<file path="src/rtl/cache_mem_arbiter.sv">
// Purpose: arbitrates the single-port RAM between icache and dcache. Data side wins, with a cap on the icache wait.
// Latency: a grant starts the cycle after the request is seen in IDLE. Completion is the first ACCESS cycle; wait is low only in that cycle.
// Backpressure: FREE/BUSY/ERROR from the RAM hold the grant and keep the wait high. ERROR re-presents the same request.
`timescale 1ns/1ps
module cache_mem_arbiter #(
    parameter int MAX_D_BURST = 4,
    parameter int ADDR_W      = 32,
    parameter int DATA_W      = 32
) (
    input  logic              CLK,
    input  logic              nRST,
    // icache side
    input  logic              iREN,
    input  logic [ADDR_W-1:0] iaddr,
    output logic              iwait,
    output logic [DATA_W-1:0] iload,
    // dcache side
    input  logic              dREN,
    input  logic              dWEN,
    input  logic [ADDR_W-1:0] daddr,
    input  logic [DATA_W-1:0] dstore,
    output logic              dwait,
    output logic [DATA_W-1:0] dload,
    // RAM side
    output logic              ramREN,
    output logic              ramWEN,
    output logic [ADDR_W-1:0] ramaddr,
    output logic [DATA_W-1:0] ramstore,
    input  logic [DATA_W-1:0] ramload,
    input  logic [1:0]        ramstate
);

    typedef enum logic [1:0] {
        IDLE   = 2'd0,
        SERV_I = 2'd1,
        SERV_D = 2'd2
    } state_e;

    // Only ACCESS changes the FSM. FREE, BUSY and ERROR all mean "hold the grant".
    localparam logic [1:0] RS_ACCESS = 2'd2;
    // The burst counter is 4 bits because MAX_D_BURST is limited to 1..15.
    localparam logic [3:0] MAX_B     = 4'(MAX_D_BURST);

    state_e     state_q, state_d;
    logic [3:0] dburst_q, dburst_d;

    logic dreq;
    logic ram_acc;
    logic d_may_win;

    assign dreq    = dREN | dWEN;
    assign ram_acc = (ramstate == RS_ACCESS);
    // The dcache keeps priority until it has won MAX_D_BURST completions in a row
    // while a fetch was waiting. After that, the fetch goes first.
    assign d_may_win = !iREN || (dburst_q < MAX_B);

    // State and burst counter registers. The async reset returns the FSM to IDLE.
    always_ff @(posedge CLK or negedge nRST) begin
        if (!nRST) begin
            state_q  <= IDLE;
            dburst_q <= 4'd0;
        end else begin
            state_q  <= state_d;
            dburst_q <= dburst_d;
        end
    end

    // Next-state, burst accounting and all combinational RAM/wait outputs.
    always_comb begin
        state_d  = state_q;
        dburst_d = dburst_q;
        iwait    = 1'b1;
        dwait    = 1'b1;
        iload    = '0;
        dload    = '0;
        ramREN   = 1'b0;
        ramWEN   = 1'b0;
        ramaddr  = '0;
        ramstore = '0;

        case (state_q)
            IDLE: begin
                // IDLE drives nothing toward the RAM, so there is always
                // one dead cycle between two grants.
                if (dreq && d_may_win) begin
                    state_d = SERV_D;
                end else if (iREN) begin
                    state_d = SERV_I;
                end
            end

            SERV_I: begin
                ramREN  = 1'b1;
                ramaddr = iaddr;
                if (!iREN) begin
                    // The fetch was abandoned (for example on halt). Drop the grant
                    // with no wait pulse and leave the burst count unchanged.
                    state_d = IDLE;
                end else if (ram_acc) begin
                    iwait    = 1'b0;
                    iload    = ramload;
                    state_d  = IDLE;
                    dburst_d = 4'd0;
                end
            end

            SERV_D: begin
                ramREN   = dREN;
                ramWEN   = dWEN;
                ramaddr  = daddr;
                ramstore = dstore;
                if (!dreq) begin
                    state_d = IDLE;
                end else if (ram_acc) begin
                    dwait   = 1'b0;
                    dload   = dREN ? ramload : '0;
                    state_d = IDLE;
                    // Count only data completions that held off a waiting fetch.
                    // The count saturates so the fetch always wins the next arbitration.
                    if (iREN) begin
                        dburst_d = (dburst_q < MAX_B) ? 4'(dburst_q + 4'd1) : dburst_q;
                    end else begin
                        dburst_d = 4'd0;
                    end
                end
            end

            default: begin
                state_d = IDLE;
            end
        endcase
    end

endmodule
</file>
<file path="config.mk">
export PLATFORM = sky130hd
export DESIGN_NAME = cache_mem_arbiter
export DESIGN_NICKNAME = d
export VERILOG_FILES = /design/src/rtl/cache_mem_arbiter.sv
export SDC_FILE = /design/constraint.sdc
export NUM_CORES = 1
export LEC_CHECK = 0
export CAP_MARGIN = 20
export CORE_AREA = 2 2 102 104
export CTS_CLUSTER_SIZE = 25
export DETAILED_ROUTE_END_ITERATION = 6
export DIE_AREA = 0 0 104 106
export GPL_TIMING_DRIVEN = 0
export PLACE_DENSITY = 0.71
export SYNTH_ARGS = -nofsm -noshare
export SYNTH_HDL_FRONTEND = slang
export SYNTH_SLANG_ARGS = --single-unit
</file>
<file path="constraint.sdc">
create_clock -name CLK -period 5.54 [get_ports CLK]
set_clock_uncertainty 0.05 [all_clocks]
set_input_delay 1.385 -clock CLK [delete_from_list [all_inputs] [get_ports CLK]]
set_output_delay 1.385 -clock CLK [all_outputs]
set_load 0.01 [all_outputs]
</file>
## Word level (Yosys, flattened, before mapping)

Index checks and enable logic that the tools add are counted.

- Bitwise gates (word level): 1
- Reductions and logical operators: 6
- Equal/unequal tests: 9
- Magnitude comparators: 1
- Multiplexer cells: 29
- Add/subtract/negate cells: 1

Operators with widths:

| cell | number |
|---|---|
| two-way mux 32 bit | 8 |
| case mux 32 bit (2 select lines) | 1 |
| two-way mux 4 bit | 6 |
| two-way mux 2 bit | 5 |
| inequality test 2 bit, second input constant | 4 |
| case mux 4 bit (2 select lines) | 1 |
| two-way mux 1 bit | 6 |
| inequality test 3 bit, second input constant | 2 |
| case mux 2 bit (3 select lines) | 1 |
| AND reduction 6 bit | 1 |
| adder 4 x 1 -> 4 bit, second input constant | 1 |
| equality test 2 bit, second input constant | 2 |
| < comparator 4 x 3 -> 1 bit, second input constant | 1 |
| equality test 2 x 1 -> 1 bit, second input constant | 1 |
| zero test 2 bit | 1 |
| case mux 1 bit (2 select lines) | 1 |
| nonzero test 2 bit | 1 |
| logical AND 1 bit | 1 |
| zero test 1 bit | 1 |
| logical OR 1 bit | 1 |
| bitwise OR 1 bit | 1 |

- Register bits: 6
- Input bits: 135
- Output and inout port bits: 132
- Logic and storage cells: 49

## Longest topological paths before layout

Gate-level depths: netlist (run 1).

- Word-level depth: 6
- Gate-level depth with buffers: 7
- Mapped depth without buffers: 5

## Least setup slack after synthesis (run 1)

Ideal clock, no wire load.

- Kind: input to output
- From: input ramstate[1]
- To: output dload[11]
- Path slack: 1.950 ns
- Buffers on the path: 1
- Arrival time: 2.155 ns
- Data required time: 4.105 ns
- Stages on the path: 4
- Cells stage by stage: nor2b_4 -> and3_1 -> clkbuf_1 -> and2_1

- Word-level cells in the longest chain between the ends: 4

Ends and longest elaborated chain:

| what | RTL line | source |
|---|---|---|
| from (decl) | 30 | `input logic [1:0] ramstate` |
| equality test 2 bit | 52 | `assign ram_acc = (ramstate == RS_ACCESS);` |
| two-way mux 32 bit | 114 | `end else if (ram_acc) begin` |
| two-way mux 32 bit | 112 | `if (!dreq) begin` |
| two-way mux 32 bit | 81 | `case (state_q)` |
| to (decl) | 23 | `output logic [DATA_W-1:0] dload,` |

No other way between the ends.

## Final worst setup path (run 1)

- From: input iREN
- To: output iload[18]

- Word-level cells in the longest chain between the ends: 2

Ends and longest elaborated chain:

| what | RTL line | source |
|---|---|---|
| from (decl) | 13 | `input logic iREN,` |
| two-way mux 32 bit | 95 | `if (!iREN) begin` |
| two-way mux 32 bit | 81 |  |
| to (decl) | 16 | `output logic [DATA_W-1:0] iload,` |

No other way between the ends.

==> results of run 1 <==
==> final cells by class <==
class | instances | area, um^2 | area share, %
Clock buffer | 3 | 41.3 | 0.914
Buffer | 25 | 110 | 2.44
Inverter | 5 | 18.8 | 0.415
Timing Repair Buffer | 266 | 2660 | 58.9
Tap cell | 136 | 170 | 3.77
Sequential cell | 6 | 150 | 3.32
Multi-Input combinational cell | 201 | 1370 | 30.2
==> cells by family after synthesis <==
logic type	count (synthesis)	synth area share, %
buffers and inverters	30	7.83
AO/OA/AOI/OAI	45	21.3
AND/OR/NAND/NOR	150	57.3
multiplexers	1	0.608
flip-flops	6	9.13
adder cells (fa/ha/maj)	5	3.80
==> synthesized netlist by cell type (2+ instances only) <==
cell	n
sky130_fd_sc_hd__and3_1	33
sky130_fd_sc_hd__nor2_1	2
sky130_fd_sc_hd__nand2b_1	2
sky130_fd_sc_hd__a31o_1	2
sky130_fd_sc_hd__inv_1	5
sky130_fd_sc_hd__nor3_1	2
sky130_fd_sc_hd__a22oi_1	32
sky130_fd_sc_hd__o2111ai_1	3
sky130_fd_sc_hd__nand3_1	4
sky130_fd_sc_hd__nor2b_1	33
sky130_fd_sc_hd__buf_2	2
sky130_fd_sc_hd__and2_1	66
sky130_fd_sc_hd__ha_1	5
sky130_fd_sc_hd__o41a_1	2
sky130_fd_sc_hd__clkbuf_1	18
sky130_fd_sc_hd__nand2_1	2
sky130_fd_sc_hd__dfrtp_1	6
sky130_fd_sc_hd__clkbuf_2	2
==> stage by stage <==
step                total power, W  utilization, %  cell area (um^2)
global placement           0.00101            44.8              4480
finish                     0.00108            45.2              4520
detailed placement         0.00103            44.8              4480
floorplan                 0.000513               -              1650
global route               0.00117            45.2              4520
CTS                        0.00109            45.2              4520
==> worst register-to-register path: stages, from the launching register on <==
cell and delay [ns]:
sky130_fd_sc_hd__dfrtp_1 0.41, sky130_fd_sc_hd__inv_1 0.09, sky130_fd_sc_hd__ha_1 0.21, sky130_fd_sc_hd__buf_6 0.14, sky130_fd_sc_hd__nor3b_4 0.16, sky130_fd_sc_hd__o41a_1 0.41
sky130_fd_sc_hd__a31o_1 0.18
==> worst paths after layout <==
kind / from / end / slack [ns] / depth (start not counted)
setup / recovery: iREN / iload[18] / 0.66 / 6
setup reg to reg: state_q[0] / dburst_q[0] / 3.79 / 6
hold reg to reg: dburst_q[3] / dburst_q[3] / 0.54 / 1
max in group asynchronous: nRST / dburst_q[3] / 3.89 / 1
min in group asynchronous: nRST / dburst_q[2] / 1.35 / 1
hold / removal: dburst_q[3] / dburst_q[3] / 0.54 / 1
==> flip-flops by register name, indices dropped and copies added, names as in the netlist <==
register	flops
dburst_q	4
state_q	2
==> power by group <==
| part | internal (W) | switching [W] |
|---|---|---|
| combinational | 0.000538 | 0.000416 |
| clock | 0.0000465 | 0.0000169 |
| sequential | 0.0000554 | 0.0000113 |
==> layout by cell type (no fill, tap or decap), types with 4 or more instances in the layout <==
cell type	n
sky130_fd_sc_hd__ha_1	5
sky130_fd_sc_hd__inv_1	5
sky130_fd_sc_hd__nor2b_1	33
sky130_fd_sc_hd__and3_1	33
sky130_fd_sc_hd__clkdlybuf4s50_1	266
sky130_fd_sc_hd__dfrtp_1	6
sky130_fd_sc_hd__clkbuf_1	18
sky130_fd_sc_hd__and2_1	66
sky130_fd_sc_hd__nand3_1	4
sky130_fd_sc_hd__a22oi_1	32
==> layer usage <==
metal / track usage (%) / vias up
met3: 3.31 / 16
met5: 0 / -
met4: 3.67 / 0
met1: 19.3 / 1274
met2: 30.7 / 131
li1: - / 1366
==> results.toml, run 1 <==
[sta]
final.min_clock_period_ns = 4.88
period_utilization_post_route_pct = 88.0
worstMarginPinSlew_ns = 0.494
hold_slack_final_ns = 0.536
tns_ns = 0
max_clock_freq_ghz = 0.205
finalSetupViolations = 0
timing_max_transition_violations_final = 0
rsz_0062_raised_after_global_routing = "no"
final-hold-violation-count = 0
layout_setup_ws_ns = 0.664
slew_headroom_pct = 67.1

[logic_synthesis]
synthesis.area_per_instance_um2 = 6.94
netlist_top_cells_area = "sky130_fd_sc_hd__and2_1, sky130_fd_sc_hd__a22oi_1, sky130_fd_sc_hd__and3_1"
synth_sequential_area_ratio_pct = 9.13
syn_nets = 377
yosys_most_used_dff = "sky130_fd_sc_hd__dfrtp_1"
synth.ff_latch_count = 6
synthDistinctLibCells = 34
synth.yosys.warnings = 0
synth.top_cell.area_share_pct = 25.1
synth_cells = 237
async_reset_ff_share_pct = 100
post_synth_instance_area_um2 = 1650
synth_largest_area_cell = "sky130_fd_sc_hd__and2_1"
synth-edff-count = 0

[critical_path]
worst_setup_path_end_kind = "output port"
worst_path_max_delay_cell = "sky130_fd_sc_hd__clkdlybuf4s50_1"
worst-path-max-fanout = 10
timing.critical_path.required_ns = 4.11
worst_path_largest_cell_delay_ns = 0.61
worstPathArrival_ns = 3.44
critical_path_class = "input port to output port"
crit_path_frequent_cell = "sky130_fd_sc_hd__clkdlybuf4s50_1"
worstSetupStartpointType = "input port"
worstPathCellList = "clkdlybuf4s50_1, and2_0, buf_2, clkbuf_1, and3_1, clkdlybuf4s50_1"
worst_path_dominant_cell_family = "buffers and inverters"
path_buf_inv = 4

[routing]
met2_wirelength_mm = 5.02
drt_iter0_markers = 88
ant_nets = 0
post-route-drc-count = 0
met3_layer_wire_length_in_the_routed_design_um = 589
totalWireLength_mm = 9.81
avgViaCountPerCell = 4.34
highest_layer = "met4"
routedWlPerCell_um = 15.3
num_vias = 2787
wl_met1_mm = 4.04
first_pass_iters = 4

[placement]
dpl_worst_slack_ns = 0.588
numPlacedInstances = 639
place.gp.congestion = 0.835
port-buffer-count = 266
dp_hpwl_mm = 8.47

[cts]
cts-htree-levels = 1
cts_setup_buffers = 0
cts-buffers-inserted = 3
clkLatencyLatePin_ns = 0.22
cts-hold-fix-buffers = 0
clkTransAtPathRegs_ns = 0.03
clock_tree.root_cell = "sky130_fd_sc_hd__clkbuf_8"
cts_sinks = 6
tritoncts = "done"
postCtsResizedCells = 0
clock_path_buffers = 2

[pwr]
power.ir.vdd_worst_mv = 0.151
cellLeakagePower_nw = 1.76
power.density_cell_area_nw_per_um2 = 240

[die]
rows = 37
ports_placed_on_the_boundary = 267
core-area_um2 = 10000
chipWidth_um = 104
effective_utilization_at_floorplan_pct = 16.5
die-area_um2 = 11000
die_h_um = 106

[global_routing]
grt_pass1_vias = 2741
grt_pass1_wl_mm = 14.9
grt_remaining_overflow = 0
grt.total_usage_pct = 16.4
grt_start_max_net_pins = 11
number_of_antenna_violations_at_the_first_check_in_global_routing = 0

[final_layout]
post_route_cells_drive_above_1_share_pct = 2.37
final_cell_count_no_fill = 642
diodes = 0
fillCellCount = 993
net_count_of_the_finished_layout = 648
synthToLayoutAreaGrowth_pct = 175

[flow_run]
maxCapViolCount = 0

[status]
outcome = "finished, final reports clean"

[min_path]
timing.hold.worst.class = "flip-flop to flip-flop"
Note: power is estimated with default switching activity, not from simulation.
==> inputs of run 2 (changes only) <==
Settings changed: ABC_AREA from default to 1, CORE_AREA 2 2 102 104 to 2 2 104 106, DIE_AREA 0 0 104 106 to 0 0 106 108, PLACE_DENSITY 0.71 to 0.69.
==> run 2 against run 1 <==
Net effect: first-iteration DRC count up 130%; sequential cell count unchanged; power up 22%; register-to-register slack better by 0.24 ns; non-clock buffer count down 1; routed wire length up 2.3%; largest cell class unchanged; largest power group unchanged.
==> results.toml, run 2 <==
[cts]
cts-buffers-inserted = 3
cts_sinks = 6
clkTransAtPathRegs_ns = 0.04
postCtsResizedCells = 0
cts-htree-levels = 1
clock_tree.root_cell = "sky130_fd_sc_hd__clkbuf_8"
clock_path_buffers = 2
tritoncts = "done"
cts_setup_buffers = 0
clkLatencyLatePin_ns = 0.22
cts-hold-fix-buffers = 0

[global_routing]
grt_pass1_wl_mm = 14.6
number_of_antenna_violations_at_the_first_check_in_global_routing = 0
grt_pass1_vias = 2873
grt_remaining_overflow = 0
grt.total_usage_pct = 15.7
grt_start_max_net_pins = 11

[status]
outcome = "finished, final reports clean"

[routing]
totalWireLength_mm = 10.0
routedWlPerCell_um = 13.2
post-route-drc-count = 0
ant_nets = 0
num_vias = 3083
first_pass_iters = 4
drt_iter0_markers = 206
avgViaCountPerCell = 4.06

[logic_synthesis]
synth_xor_area_share_pct = 0
syn_nets = 495
synth.yosys.warnings = 0
synth_cells = 355
largest_family_of_logic_cells_by_synthesized_area = "simple AND/OR/NAND/NOR gates"
synth_sequential_area_ratio_pct = 8.94
synth_simple_gate_area_share_pct = 51.0
synth.mux.area_fraction_pct = 0
post_synth_instance_area_um2 = 1680
synth.top_cell.area_share_pct = 26.4
netlist_top_cells_area = "sky130_fd_sc_hd__nand2_1, sky130_fd_sc_hd__inv_1, sky130_fd_sc_hd__a21oi_1"
synth-edff-count = 0
async_reset_ff_share_pct = 100
synth_adder_area_share_pct = 3.73
yosys_most_used_dff = "sky130_fd_sc_hd__dfrtp_1"
synth_compound_gate_area_share_pct = 10.4
yosys.cell_count.top_type = "sky130_fd_sc_hd__nand2_1"
synth.ff_latch_count = 6
synth_largest_area_cell = "sky130_fd_sc_hd__nand2_1"
synthTopCellsByCount = "sky130_fd_sc_hd__nand2_1, sky130_fd_sc_hd__inv_1, sky130_fd_sc_hd__nor2_1"
synthesis.area_per_instance_um2 = 4.73
synthDistinctLibCells = 17

[flow_run]
maxCapViolCount = 0

[pwr]
comb_power_share_pct = 89.9
cellLeakagePower_nw = 2.09
power_frac_clock_pct = 4.9
total_switching_power_w = 0.000652
sequential_fraction_of_design_power_pct = 5.2
p_int_w = 0.000675
power.switching_fraction_pct = 49.1
power.ir.vdd_worst_mv = 0.139
power.density_cell_area_nw_per_um2 = 291

[final_layout]
synthToLayoutAreaGrowth_pct = 171
largest_register_ffs = 4
most_flops_register = "dburst_q"
diodes = 0
post_route_cells_drive_above_1_share_pct = 5.61
layout_top_registers = "dburst_q (4), state_q (2)"
net_count_of_the_finished_layout = 766
layout_commonest_cell = "sky130_fd_sc_hd__clkdlybuf4s50_1"
final_cell_mix = "sky130_fd_sc_hd__clkdlybuf4s50_1, sky130_fd_sc_hd__nand2_1, sky130_fd_sc_hd__inv_1"

[sta]
final.min_clock_period_ns = 4.56
timing_max_transition_violations_final = 0
final-hold-violation-count = 0
period_utilization_post_route_pct = 82.3
finalSetupViolations = 0
rsz_0062_raised_after_global_routing = "no"
max_clock_freq_ghz = 0.219
hold_slack_final_ns = 0.438
worstMarginPinSlew_ns = 0.588
tns_ns = 0
slew_headroom_pct = 60.8

[die]
chipWidth_um = 106
ports_placed_on_the_boundary = 267
die_h_um = 108
die-area_um2 = 11400
core-area_um2 = 10200
effective_utilization_at_floorplan_pct = 16.4
rows = 37

[placement]
place.gp.congestion = 0.879
port-buffer-count = 266
dp_hpwl_mm = 8.68

[critical_path]
timing.critical_path.required_ns = 4.11
worstPathCellList = "clkdlybuf4s50_1, inv_1, nor2_4, inv_2, buf_2, nor3_1, clkdlybuf4s50_1"
worst_path_largest_cell_delay_ns = 0.59
path_buf_inv = 5
worst-path-max-fanout = 10
worstPathArrival_ns = 3.13
crit_path_frequent_cell = "sky130_fd_sc_hd__clkdlybuf4s50_1"
worstSetupStartpointType = "input port"
ff2ff_path_depth = 10
worst_setup_path_end_kind = "output port"
worst_path_dominant_cell_family = "buffers and inverters"
worst_path_max_delay_cell = "sky130_fd_sc_hd__clkdlybuf4s50_1"
critical_path_class = "input port to output port"
critical_path_depth = 7

[min_path]
timing.hold.worst.class = "flip-flop to flip-flop"
worst_hold_path.num_cells = 2
run 2: metrics by stage:
step	utilization, %	cells	power (W)	setup slack [ns]	area (um^2)
floorplan	-	355	0.000628	2.06	1680
global placement	44.1	757	0.00126	1.02	4510
detailed placement	44.1	757	0.00128	0.998	4510
CTS	44.5	760	0.00135	0.989	4550
global route	44.5	760	0.00144	0.893	4550
finish	44.5	760	0.00133	0.978	4550
run 2: layout make-up:
type | count | area [um^2]
timing repair buffer | 266 | 2660
tap | 136 | 170
fill | 1047 | 5680
multi-input combinational | 244 | 1090
clock buffer | 3 | 41.3
inverter | 81 | 304
buffer | 24 | 130
sequential | 6 | 150
run 2: final timing paths:
kind                             startpoint  slack [ns]          end
worst max-delay path            ramstate[1]        0.98    dload[30]
worst min-delay path            dburst_q[1]        0.44  dburst_q[1]
worst max register to register   state_q[0]        4.03  dburst_q[1]
worst min register to register  dburst_q[1]        0.44  dburst_q[1]
max in group asynchronous              nRST        3.86   state_q[1]
min in group asynchronous              nRST        1.36  dburst_q[0]
run 2: power by group through the flow:
stage               logic, W  registers [W]  clock network (W)
detailed placement   0.00121      0.0000698                  0
CTS                  0.00121      0.0000693          0.0000660
floorplan           0.000561      0.0000670                  0
global route         0.00130      0.0000708          0.0000672
finish               0.00119      0.0000693          0.0000644
global placement     0.00119      0.0000684                  0
run 2: kinds of logic (layout without fill, tap and decap cells):
group,Yosys count,after routing
buf+inv,105,374
flops,6,6
simple gates,204,204
fa+ha+maj,5,5
compound gates,35,35
run 2: worst register-to-register path, stage by stage, from the launching register on:
cell and delay (ns):
sky130_fd_sc_hd__dfrtp_1 0.40, sky130_fd_sc_hd__inv_1 0.10, sky130_fd_sc_hd__ha_1 0.15, sky130_fd_sc_hd__buf_4 0.16, sky130_fd_sc_hd__nand2_4 0.09, sky130_fd_sc_hd__nand2_1 0.09
sky130_fd_sc_hd__nand2_2 0.07, sky130_fd_sc_hd__nand2_4 0.09, sky130_fd_sc_hd__nand3_2 0.08, sky130_fd_sc_hd__nand2_1 0.07, sky130_fd_sc_hd__nand2_1 0.05
run 2: routing by layer:
layer	GRT usage, %	vias to the layer above	part of all wire [%]
met5	0	-	0
met1	18.9	1353	40
li1	-	1585	-
met4	2.91	0	1.4
met3	2.89	14	7.0
met2	29.3	131	51
